$ cat src/rtl/key_autorepeat.sv
// Four-channel press/hold auto-repeat: debounced button levels in, single-cycle
// step pulses out, with opposing presses on one axis locked out.
module key_autorepeat #(
   parameter int HOLD_CYC   = 25000000,
   parameter int REPEAT_CYC = 5000000,
   parameter int CNT_W      = 25
) (
   input  logic       sysclk,
   input  logic       Reset_Sw,
   input  logic       Up_deb,
   input  logic       Down_deb,
   input  logic       Left_deb,
   input  logic       Right_deb,
   output logic       Step_Up,
   output logic       Step_Down,
   output logic       Step_Left,
   output logic       Step_Right,
   output logic [3:0] Held
);

   typedef enum logic [1:0] {
      ST_IDLE,
      ST_DELAY,
      ST_REPEAT,
      ST_BLOCKED
   } ch_state_t;

   localparam logic [CNT_W-1:0] HOLD_LAST   = CNT_W'(HOLD_CYC - 1);
   localparam logic [CNT_W-1:0] REPEAT_LAST = CNT_W'(REPEAT_CYC - 1);
   localparam logic [CNT_W-1:0] CNT_ZERO    = '0;
   localparam logic [CNT_W-1:0] CNT_ONE     = CNT_W'(1);

   ch_state_t        state_q [4];
   ch_state_t        state_d [4];
   logic [CNT_W-1:0] cnt_q   [4];
   logic [CNT_W-1:0] cnt_d   [4];

   logic [3:0] btn;
   logic [3:0] pair_hit;
   logic [3:0] pair_clear;
   logic [3:0] pulse_d;
   logic [3:0] held_d;
   logic [3:0] step_p1;
   logic [3:0] held_p1;

   // Channel order everywhere: {Right, Left, Down, Up}; partner of i is i^1.
   assign btn = {Right_deb, Left_deb, Down_deb, Up_deb};

   always_comb begin
      pair_hit   = '0;
      pair_clear = '0;
      for (int i = 0; i < 4; i++) begin
         pair_hit[i]   = btn[i] & btn[i ^ 1];
         pair_clear[i] = ~btn[i] & ~btn[i ^ 1];
      end
   end

   always_comb begin
      pulse_d = '0;
      held_d  = '0;
      for (int i = 0; i < 4; i++) begin
         state_d[i] = state_q[i];
         cnt_d[i]   = cnt_q[i];
         if (pair_hit[i]) begin
            state_d[i] = ST_BLOCKED;
            cnt_d[i]   = CNT_ZERO;
         end else begin
            unique case (state_q[i])
               ST_IDLE: begin
                  if (btn[i]) begin
                     state_d[i] = ST_DELAY;
                     cnt_d[i]   = CNT_ZERO;
                     pulse_d[i] = 1'b1;
                  end
               end
               ST_DELAY: begin
                  if (!btn[i]) begin
                     state_d[i] = ST_IDLE;
                     cnt_d[i]   = CNT_ZERO;
                  end else if (cnt_q[i] >= HOLD_LAST) begin
                     state_d[i] = ST_REPEAT;
                     cnt_d[i]   = CNT_ZERO;
                     pulse_d[i] = 1'b1;
                  end else begin
                     cnt_d[i] = cnt_q[i] + CNT_ONE;
                  end
               end
               ST_REPEAT: begin
                  if (!btn[i]) begin
                     state_d[i] = ST_IDLE;
                     cnt_d[i]   = CNT_ZERO;
                  end else if (cnt_q[i] >= REPEAT_LAST) begin
                     cnt_d[i]   = CNT_ZERO;
                     pulse_d[i] = 1'b1;
                  end else begin
                     cnt_d[i] = cnt_q[i] + CNT_ONE;
                  end
               end
               ST_BLOCKED: begin
                  // Only a full release of both buttons of the axis unlocks it.
                  cnt_d[i] = CNT_ZERO;
                  if (pair_clear[i]) begin
                     state_d[i] = ST_IDLE;
                  end
               end
               default: begin
                  state_d[i] = ST_IDLE;
                  cnt_d[i]   = CNT_ZERO;
               end
            endcase
         end
         held_d[i] = (state_d[i] == ST_REPEAT);
      end
   end

   // Stage boundary: state, counters and registered outputs.
   always_ff @(posedge sysclk or negedge Reset_Sw) begin
      if (!Reset_Sw) begin
         for (int i = 0; i < 4; i++) begin
            state_q[i] <= ST_IDLE;
            cnt_q[i]   <= CNT_ZERO;
         end
         step_p1 <= '0;
         held_p1 <= '0;
      end else begin
         for (int i = 0; i < 4; i++) begin
            state_q[i] <= state_d[i];
            cnt_q[i]   <= cnt_d[i];
         end
         step_p1 <= pulse_d;
         held_p1 <= held_d;
      end
   end

   assign Step_Up    = step_p1[0];
   assign Step_Down  = step_p1[1];
   assign Step_Left  = step_p1[2];
   assign Step_Right = step_p1[3];
   assign Held       = held_p1;

endmodule

$ cat config.mk
export PLATFORM = sky130hd
export DESIGN_NAME = key_autorepeat
export DESIGN_NICKNAME = d
export VERILOG_FILES = /design/src/rtl/key_autorepeat.sv
export SDC_FILE = /design/constraint.sdc
export NUM_CORES = 1
export LEC_CHECK = 0
export CAP_MARGIN = 20
export CORE_UTILIZATION = 46
export DETAILED_ROUTE_END_ITERATION = 10
export DONT_BUFFER_PORTS = 1
export GPL_ROUTABILITY_DRIVEN = 0
export HOLD_SLACK_MARGIN = 0.12
export MAX_ROUTING_LAYER = met4
export PLACE_DENSITY = 0.71
export SLEW_MARGIN = 15
export SYNTH_ARGS = -nofsm -noshare
export SYNTH_HDL_FRONTEND = slang
export SYNTH_SLANG_ARGS = --single-unit
export TNS_END_PERCENT = 20
$ cat constraint.sdc
create_clock -name sysclk -period 3.6 [get_ports sysclk]
set_input_delay 0.9 -clock sysclk [delete_from_list [all_inputs] [get_ports sysclk]]
set_output_delay 0.9 -clock sysclk [all_outputs]
set_load 0.02 [all_outputs]
==> impl.org, run 1 <==
** Power and ir drop
- The design draws 4.04 mW.
- Leak pwr :: 3.26 nW
- Internal power comes to approximately 2.8 mW.
- Sw Share :: 0.313
- Net switching power :: 1.26 mW
- Combinational fraction of design power :: 0.216
- Clk network pwr share :: 0.413
- Of the total power, registers draw 0.371.
- Power density over the cells :: 502 nW/um^2
- Worst supply voltage drop on vdd :: 354 uV

** Clock tree
- TritonCTS clock tree :: done
- Clock latency reported for the late side of the worst-skew pair :: 0.42 ns
- CTS saw 116 sinks.
- In this run, post-CTS repair resized a total of 0 instances.
- The H-tree generated during clock tree synthesis spans 4 levels.
- In this run the clock root is driven by a clkbuf_16.
- Count of hold-fix buffers inserted at cts :: 0
- Longest Clk Path Bufs :: 2
- Clk pin slew, worst setup/hold paths :: 0.05 ns
- In this run, CTS created clock tree buffers numbering 17.
- # Post-CTS Setup Buffers :: 0

** Cells and area
- In the final design database the tool counted 894 nets.
- Relative to the synthesized area, the layout overhead comes to 9.94%.
- The number of antenna diodes in the final layout is 0.
- Proportion of layout cells with a drive suffix above 1 :: 0.0639

** Timing
- Clock period minus final worst setup slack :: 2.77 ns
- Total Neg Setup Slack :: 0 ns
- Headroom to the max-slew limit came out at 0.386.
- Fin Clk Skew :: 0.0103 ns
- Number of endpoints failing setup at the final stage :: 0
- Fin crit share :: 0.769
- Slew of the pin with the lowest slew margin :: 0.919 ns
- Final Hold Vio Count :: 0
- Setup repair after global routing left no endpoint under its margin.
- Count of final max-slew check failures :: 0
- Timing would allow up to 0.361 GHz.

** Routing
- The first detailed-routing pass took 5 iterations.
- In the final routed layout, each cell accounts on average for 14.6 um.
- DRC violation count after routing :: 0
- Drt total wl :: 15.8 mm
- For this block, the via count after detailed routing is 6,570.
- Post-route antenna net violation count :: 0
- DRT iter0 DRCs :: 568
- After detailed routing, the number of vias per cell comes to 6.04.

** Logic synthesis
- For this run, the leading register cell type out of synthesis is dfrtp_1.
- Flip-flop and latch count after synthesis :: 116
- Average footprint of a synthesized cell :: 8.30 um^2
- Post-Syn Area :: 7320 um^2
- The synthesized design spends more area on one cell type than any other, namely dfrtp_1.
- Fraction of synthesized cell area taken by the top area cell type :: 0.396
- In the post-synthesis netlist, the cell with the most instances is dfrtp_1.
- Number of instances in the synthesized netlist :: 882
- After synthesis, the most frequently instantiated cells are 116 x dfrtp_1, 111 x nand2_1, 83 x o21ai_0.
- The number of nets in the synthesized netlist is 912.
- Of all flip-flops after synthesis, the portion carrying an async set or reset was 1.00.
- Count of flip-flops with a built-in enable after synthesis :: 0
- For this run, the register share of the synthesized area comes to 0.396.
- Synth Warn # :: 0
- Yosys attributes the largest share of cell area to dfrtp_1 40%, nand2_1 5.7%, o21ai_0 5.7%, nand3_1 4.9%, ha_1 4.1%.
- Cell variety after synth :: 68

** GRT
- Summed over all layers, the global routing overflow is 0.
- The number of global-route vias before repair is 5,887.
- Entering global routing, the biggest net connects 117 pins.
- For this run, the total global-route usage over all layers was measured as 0.214.
- The first global-routing pass estimated about 28 mm of wire.
- Number of antenna violations at the first check in global routing :: 0

** Critical path
- The critical path in this run is classified as flop to flop.
- R2R depth :: 7
- Data required time at the worst endpoint :: a little under 4 ns
- Worst reg-to-reg setup slack :: 0.83 ns
- Along the worst path, the maximum fanout reaches 17.
- Origin of the worst setup path :: cnt_q[92]
- The critical path contains buffers and inverters numbering 2 combined.
- Critical-path cell list :: or4b_1, nor4_1, a221oi_1, a41oi_2, buf_4, inv_2, a22o_1
- Broken down by cell family, the worst path's largest delay share belongs to compound AO/OA/AOI/OAI gates.
- STA classifies the critical path startpoint as a flop.
- Worst path arrival time :: 3.07 ns
- Worst path slowest cell :: or4b_1
- The worst register-to-register path begins at cnt_q[92].
- Setup crit end kind :: flop
- In this run the critical register-to-register path is captured at cnt_q[76].
- Max incr delay on CP :: 0.52 ns

** Die
- In this run the core area contains 45 standard-cell rows.
- The floorplan step defined a core boundary enclosing between 15,000 and 20,000 um^2.
- The die is 128 um tall.
- For this configuration, the core starts out at a cell density of 0.476.
- The floorplan step set the die width to 128 um.
- 14 I/O pins were placed.
- Die Area :: 16,400 um^2

** Flow run
- Across the run, the number of max-cap violations was 0.

** Worst hold path
- Worst hold path class :: input pin to async pin

** Placement
- DP HPWL :: 10.4 mm
- During placement, the flow inserted port buffers numbering 0.

** Run status
- Run status :: complete, no violations
cells in the final DEF, fill, tap and decap left out, drive strengths merged, types with 5 or more instances in the layout:
cell,n
nor3,22
a31oi,31
or2,5
nand3,72
ha,24
a41oi,7
dfrtp,116
a21oi,53
a22o,10
nand2b,8
and3,20
nand2,111
a211oi,5
and2,8
nor2b,16
buf,11
clkbuf,22
nor2,45
nand4,22
a22oi,5
nand3b,6
o31ai,16
or3,13
inv,31
o311ai,15
a21o,10
o21ai,85
nor4,16
power by group through the flow:
stage                     sequential, mW  clock, mW  combinational [mW]
after floorplan                     1.50          0               0.705
after global placement              1.52          0               0.852
after detailed placement            1.52          0               0.863
after CTS                           1.50       1.70               0.866
after global routing                1.51       1.77               0.997
final                               1.50       1.67               0.874
worst max path at each step:
| stage | depth (start not counted) | endpoint | slack, ns |
|---|---|---|---|
| 6_report | 7 | cnt_q[76] | 0.83 |
| 5_1_grt | 8 | cnt_q[87] | 0.58 |
| 4_1_cts | 7 | cnt_q[38] | 0.51 |
| 3_5_place_dp | 7 | cnt_q[38] | 0.53 |
| 3_3_place_gp | 7 | cnt_q[45] | 0.59 |
| 2_1_floorplan | 9 | cnt_q[20] | 1.30 |
cell families after synthesis:
logic type               count (synthesis)  share of synthesized area
AND/OR/NAND/NOR                        391                      0.278
multiplexers                             4                    0.00564
flip-flops                             116                      0.396
buffers and inverters                   79                     0.0449
XOR/XNOR                                 3                    0.00359
adder cells (fa/ha/maj)                 24                     0.0410
AO/OA/AOI/OAI                          265                      0.231
state kept, by name, summed over array words and instances, names as in the netlist:
name     cells
state_q      8
Held         4
step_p1      4
cnt_q      100
metrics by stage:
stage	std cells	hold slack (ns)	worst slack (ns)	utilization	area [um^2]
2_1_floorplan	882	0.474	1.30	-	7320
3_3_place_gp	1055	0.496	0.589	0.485	7450
3_5_place_dp	1055	0.510	0.534	0.485	7450
4_1_cts	1086	0.165	0.508	0.523	8040
5_1_grt	1087	0.156	0.577	0.524	8050
6_report	1087	0.180	0.832	0.524	8050
layout make-up:
class	instances	area (um^2)
clock buffers	22	484
clock inverters	9	103
fillers	1443	7320
inverters	31	116
multi-input cells	687	4090
flip-flops and latches	116	2900
well taps	211	264
repair buffers	11	90.1
metal layers:
| metal | routed length (um) | up-vias | track usage |
|---|---|---|---|
| met4 | 199 | 0 | 0.0747 |
| met1 | 7780 | 3158 | 0.282 |
| met5 | 0 | - | - |
| met3 | 626 | 12 | 0.0480 |
| met2 | 7210 | 137 | 0.323 |
| li1 | - | 3263 | - |
Note: power is estimated with default switching activity, not from simulation.
==> run 2, diff against run 1 <==
--- a/config.mk
+++ b/config.mk
@@ -5,6 +5,7 @@
 export SDC_FILE = /design/constraint.sdc
 export NUM_CORES = 1
 export LEC_CHECK = 0
+export ABC_AREA = 1
 export CAP_MARGIN = 20
 export CORE_UTILIZATION = 46
 export DETAILED_ROUTE_END_ITERATION = 10
==> constraint.sdc (replaced) <==
create_clock -name sysclk -period 2.71 [get_ports sysclk]
set_input_delay 0.6775 -clock sysclk [delete_from_list [all_inputs] [get_ports sysclk]]
set_output_delay 0.6775 -clock sysclk [all_outputs]
set_load 0.02 [all_outputs]
==> run 2 against run 1 <==
Net effect: the flow now finishes with violations (hold timing); area after synthesis rose by 23%; clock skew fell by 0.0029 ns; sequential cell count did not move; count of clock-buffer cells in the layout did not move; worst setup slack got worse by 0.30 ns; critical path type unchanged; largest cell class unchanged; largest power group unchanged.
==> impl.org, run 2 <==
** Clock tree
- Cell chosen for the clock root :: clkbuf_16
- The number of gates resized after CTS was 0.
- The number of clock buffers added by TritonCTS is 17.
- Clk pin slew, worst setup/hold paths :: 0.06 ns
- Level count of the clock H-tree :: 4
- # Post-CTS Setup Buffers :: 0
- Longest Clk Path Bufs :: 2
- CTS saw 116 sinks.
- TritonCTS clock tree :: done
- Clock latency reported for the late side of the worst-skew pair :: 0.42 ns

** GRT
- Global Route Usage Sum :: 0.222
- Via count of the first global-routing pass :: 7,790
- Wire length of the first global-routing pass :: 35.8 mm
- Summed over all layers, the global routing overflow is 0.
- Number of antenna violations at the first check in global routing :: 0
- Maximum number of pins on one net before global-route repair :: between 100 and 150

** Logic synthesis
- Yosys attributes the largest share of cell area to dfrtp_1 32%, nand2_1 18%, nor2_1 7.3%, nand3_1 6.8%, inv_1 6.5%.
- In this run, synthesis inferred 0 flip-flops with an integrated enable.
- In this run, distinct cell masters in the synthesized netlist total 40.
- Average footprint of a synthesized cell :: 6.60 um^2
- Flip-flop and latch count after synthesis :: around 120
- Fraction of synthesized cell area taken by the top area cell type :: 0.321
- For this run, the register share of the synthesized area comes to 0.321.
- After synthesis the cells add up to between 9000 and 10,000 um^2.
- nand2_1 is the most common cell in the netlist.
- Ranked by instance count, the synthesized netlist is headed by 435 x nand2_1, 176 x nor2_1, 157 x inv_1.
- Post-synthesis net count :: 1,399
- Of all cell types, the one taking the most synthesized area is dfrtp_1.
- Synth Warn # :: 0
- Counting flops with an async set or reset pin after synthesis yields a share of 1.00.
- In the synthesized netlist the dominant register cell turns out to be dfrtp_1.
- Number of instances in the synthesized netlist :: 1,369

** Timing
- Setup repair after global routing left no endpoint under its margin.
- Final Hold Vio Count :: about 120
- Total Neg Setup Slack :: 0 ns
- Worst hold slack across all endpoints :: -0.0564 ns
- Clock period minus final worst setup slack :: 2.17 ns
- Max_slew headroom :: 0.552
- Maximum frequency from static timing analysis :: 0.460 GHz
- In the finished design, the share of the clock period the worst path needs comes to 0.802.
- The number of max-slew violations in the final report came to 0.
- Fin Clk Skew :: ~0.0074 ns
- Slew of the pin with the lowest slew margin :: 0.670 ns
- Number of endpoints failing setup at the final stage :: 0

** Placement
- Input and output buffers added on the ports amount to 0.
- Including well taps, the total number of placed cells is 1,591.
- The wire-length estimate of the detail-placed layout is 14.4 mm.
- In this run the cell area measured after placement is 9130 um^2.

** Routing
- Number of vias per cell :: 5.15
- Wires add up to a little over 20 mm.
- In this run, the number of DRC markers left after iteration 0 of detailed routing was 620.
- DR WL/cell :: 12.6 um
- For this run, design rule violations remaining after detail routing come to 0.
- First-pass iteration count of the detailed router :: 5
- Post-route antenna net violation count :: 0
- The routed layout has 8,354 vias.

** Critical path
- Critical-path cell list :: ha_1, nand2_1, inv_1, nand3_1, nand3_1, nand3_1, nand2_1, o21ai_4, nand3_1, nand2_1
- Counting stages on the worst path, the most repeated cell is nand3_1.
- Nature of the critical path startpoint :: flop
- CP Max Fanout :: 25
- The number of buffers and inverters on the critical path is 1.
- The worst register-to-register path begins at cnt_q[50].
- The worst setup path is of the flop to flop kind.
- Data on the critical path is required at its endpoint by 3.07 ns.
- Origin of the worst setup path :: cnt_q[50]
- Cell class contributing the biggest share of worst-path delay :: simple AND/OR/NAND/NOR gates
- Data on the critical path arrives at its endpoint at 2.53 ns.
- Worst path slowest cell :: o21ai_4
- Max incr delay on CP :: 0.54 ns
- The worst setup path is captured at a flop.

** Power and ir drop
- Combinational fraction of design power :: 0.223
- Sw Share :: 0.331
- Leak pwr :: between 4 and 5 nW
- The worst-case IR drop observed on VDD is 459 uV.
- The share of total power dissipated in sequential elements is 0.349.
- Net switching power :: roughly 1.9 mW
- The internal power of the cells totals 3.79 mW.
- Clk network pwr share :: 0.428
- Power density over the cells :: 581 nW/um^2

** Flow run
- Max-cap violations :: 0

** Worst hold path
- Worst hold path class :: input pin to async pin

** Cells and area
- Biggest regs :: cnt_q x100, state_q x8
- Post-layout net count :: 1,380
- Largest register by flop count :: cnt_q
- The sequential cells in the finished layout cover a total of about 2900 um^2.
- Commonest cells after routing, fill and taps aside :: 435 x nand2_1, 176 x nor2_1, 157 x inv_1
- Antenna diode instance count :: 0
- Cell area after layout :: 9750 um^2
- Leaving out filler cells and counting taps, the final layout contains 1,623.
- The register with the most flip-flops in the layout has 100 of them.
- Proportion of layout cells with a drive suffix above 1 :: 0.0741
- Area Growth Syn to Fin :: 7.89%
- The library cell used most frequently in the layout, excluding fill and tap cells, is nand2_1.
- Count of fill cells added during filler insertion :: ~1.9k
- The multi-input combinational cells in the finished layout cover a total of 5240 um^2.

** Die
- Die Area :: between 20,000 and 25,000 um^2
- In this run the count of I/O pins placed on the die edge is 14.
- Starting utilization of the core area :: 0.477
- Die Span X :: around 140 um
- In this run the vertical extent of the chip is 142 um.
- Number of standard-cell rows in the floorplan :: 50
- In this run the standard cell core region covers 19,000 um^2.

** Run status
- Violations in the final reports :: hold timing
- Run status :: complete, but fails checks
-- run 2: cell type report --
type                       instances  area share
multi-input combinational       1047       0.537
sequential                       116       0.298
inverter                         161      0.0620
clock buffer                      22      0.0486
tap                              260      0.0334
clock inverter                    10      0.0156
timing repair buffer               7     0.00539
-- run 2: power groups by stage --
stage / registers [mW] / clock network [mW] / logic (mW)
3_5_place_dp: 2.01 / 0 / 1.27
5_1_grt: 2.00 / 2.53 / 1.45
4_1_cts: 1.98 / 2.47 / 1.27
3_3_place_gp: 2.01 / 0 / 1.26
6_report: 1.98 / 2.42 / 1.27
2_1_floorplan: 1.99 / 0 / 1.06
-- run 2: path summary, 6_finish.rpt --
check                        endpoint  slack, ns  depth (start not counted)
min reg2reg                 cnt_q[53]       0.52                          2
min in group sysclk        step_p1[3]       0.38                          2
max                         cnt_q[65]       0.54                         10
max in group asynchronous   cnt_q[89]       2.57                          0
max reg2reg                 cnt_q[65]       0.54                         10
min                         cnt_q[73]      -0.06                          0
-- run 2: kinds of logic (layout without fill, tap and decap cells) --
family,count (synthesis),count (layout),share of synthesized area
simple gates,869,869,0.422
buf+inv,206,200,0.0991
flops,116,116,0.321
compound gates,98,98,0.0703
xor+xnor,56,56,0.0542
fa+ha+maj,24,24,0.0332
-- run 2: through the flow --
step | setup WS, ns | hold WS (ns) | total power, mW | utilization
CTS | 0.543 | -0.0668 | 5.72 | 0.515
global route | 0.355 | -0.0658 | 5.98 | 0.515
finish | 0.537 | -0.0564 | 5.67 | 0.515
global placement | 0.668 | 0.387 | 3.26 | 0.482
detailed placement | 0.568 | 0.387 | 3.28 | 0.482
floorplan | 0.952 | 0.382 | 3.05 | -
-- run 2: worst reg2reg max path, delay by kind of cell (launching register included) --
kind / cells / cell delay [ns]
adder cells (fa/ha/maj): 1 / 0.22
AND/OR/NAND/NOR: 7 / 0.86
buffers and inverters: 1 / 0.08
flip-flops: 1 / 0.40
AO/OA/AOI/OAI: 1 / 0.54
-- run 2: routing by layer --
layer,GRT usage,vias up,share of wire
li1,-,4313,-
met1,0.299,3867,0.49
met2,0.342,150,0.46
met3,0.0336,24,0.034
met4,0.0741,0,0.015
met5,-,-,0
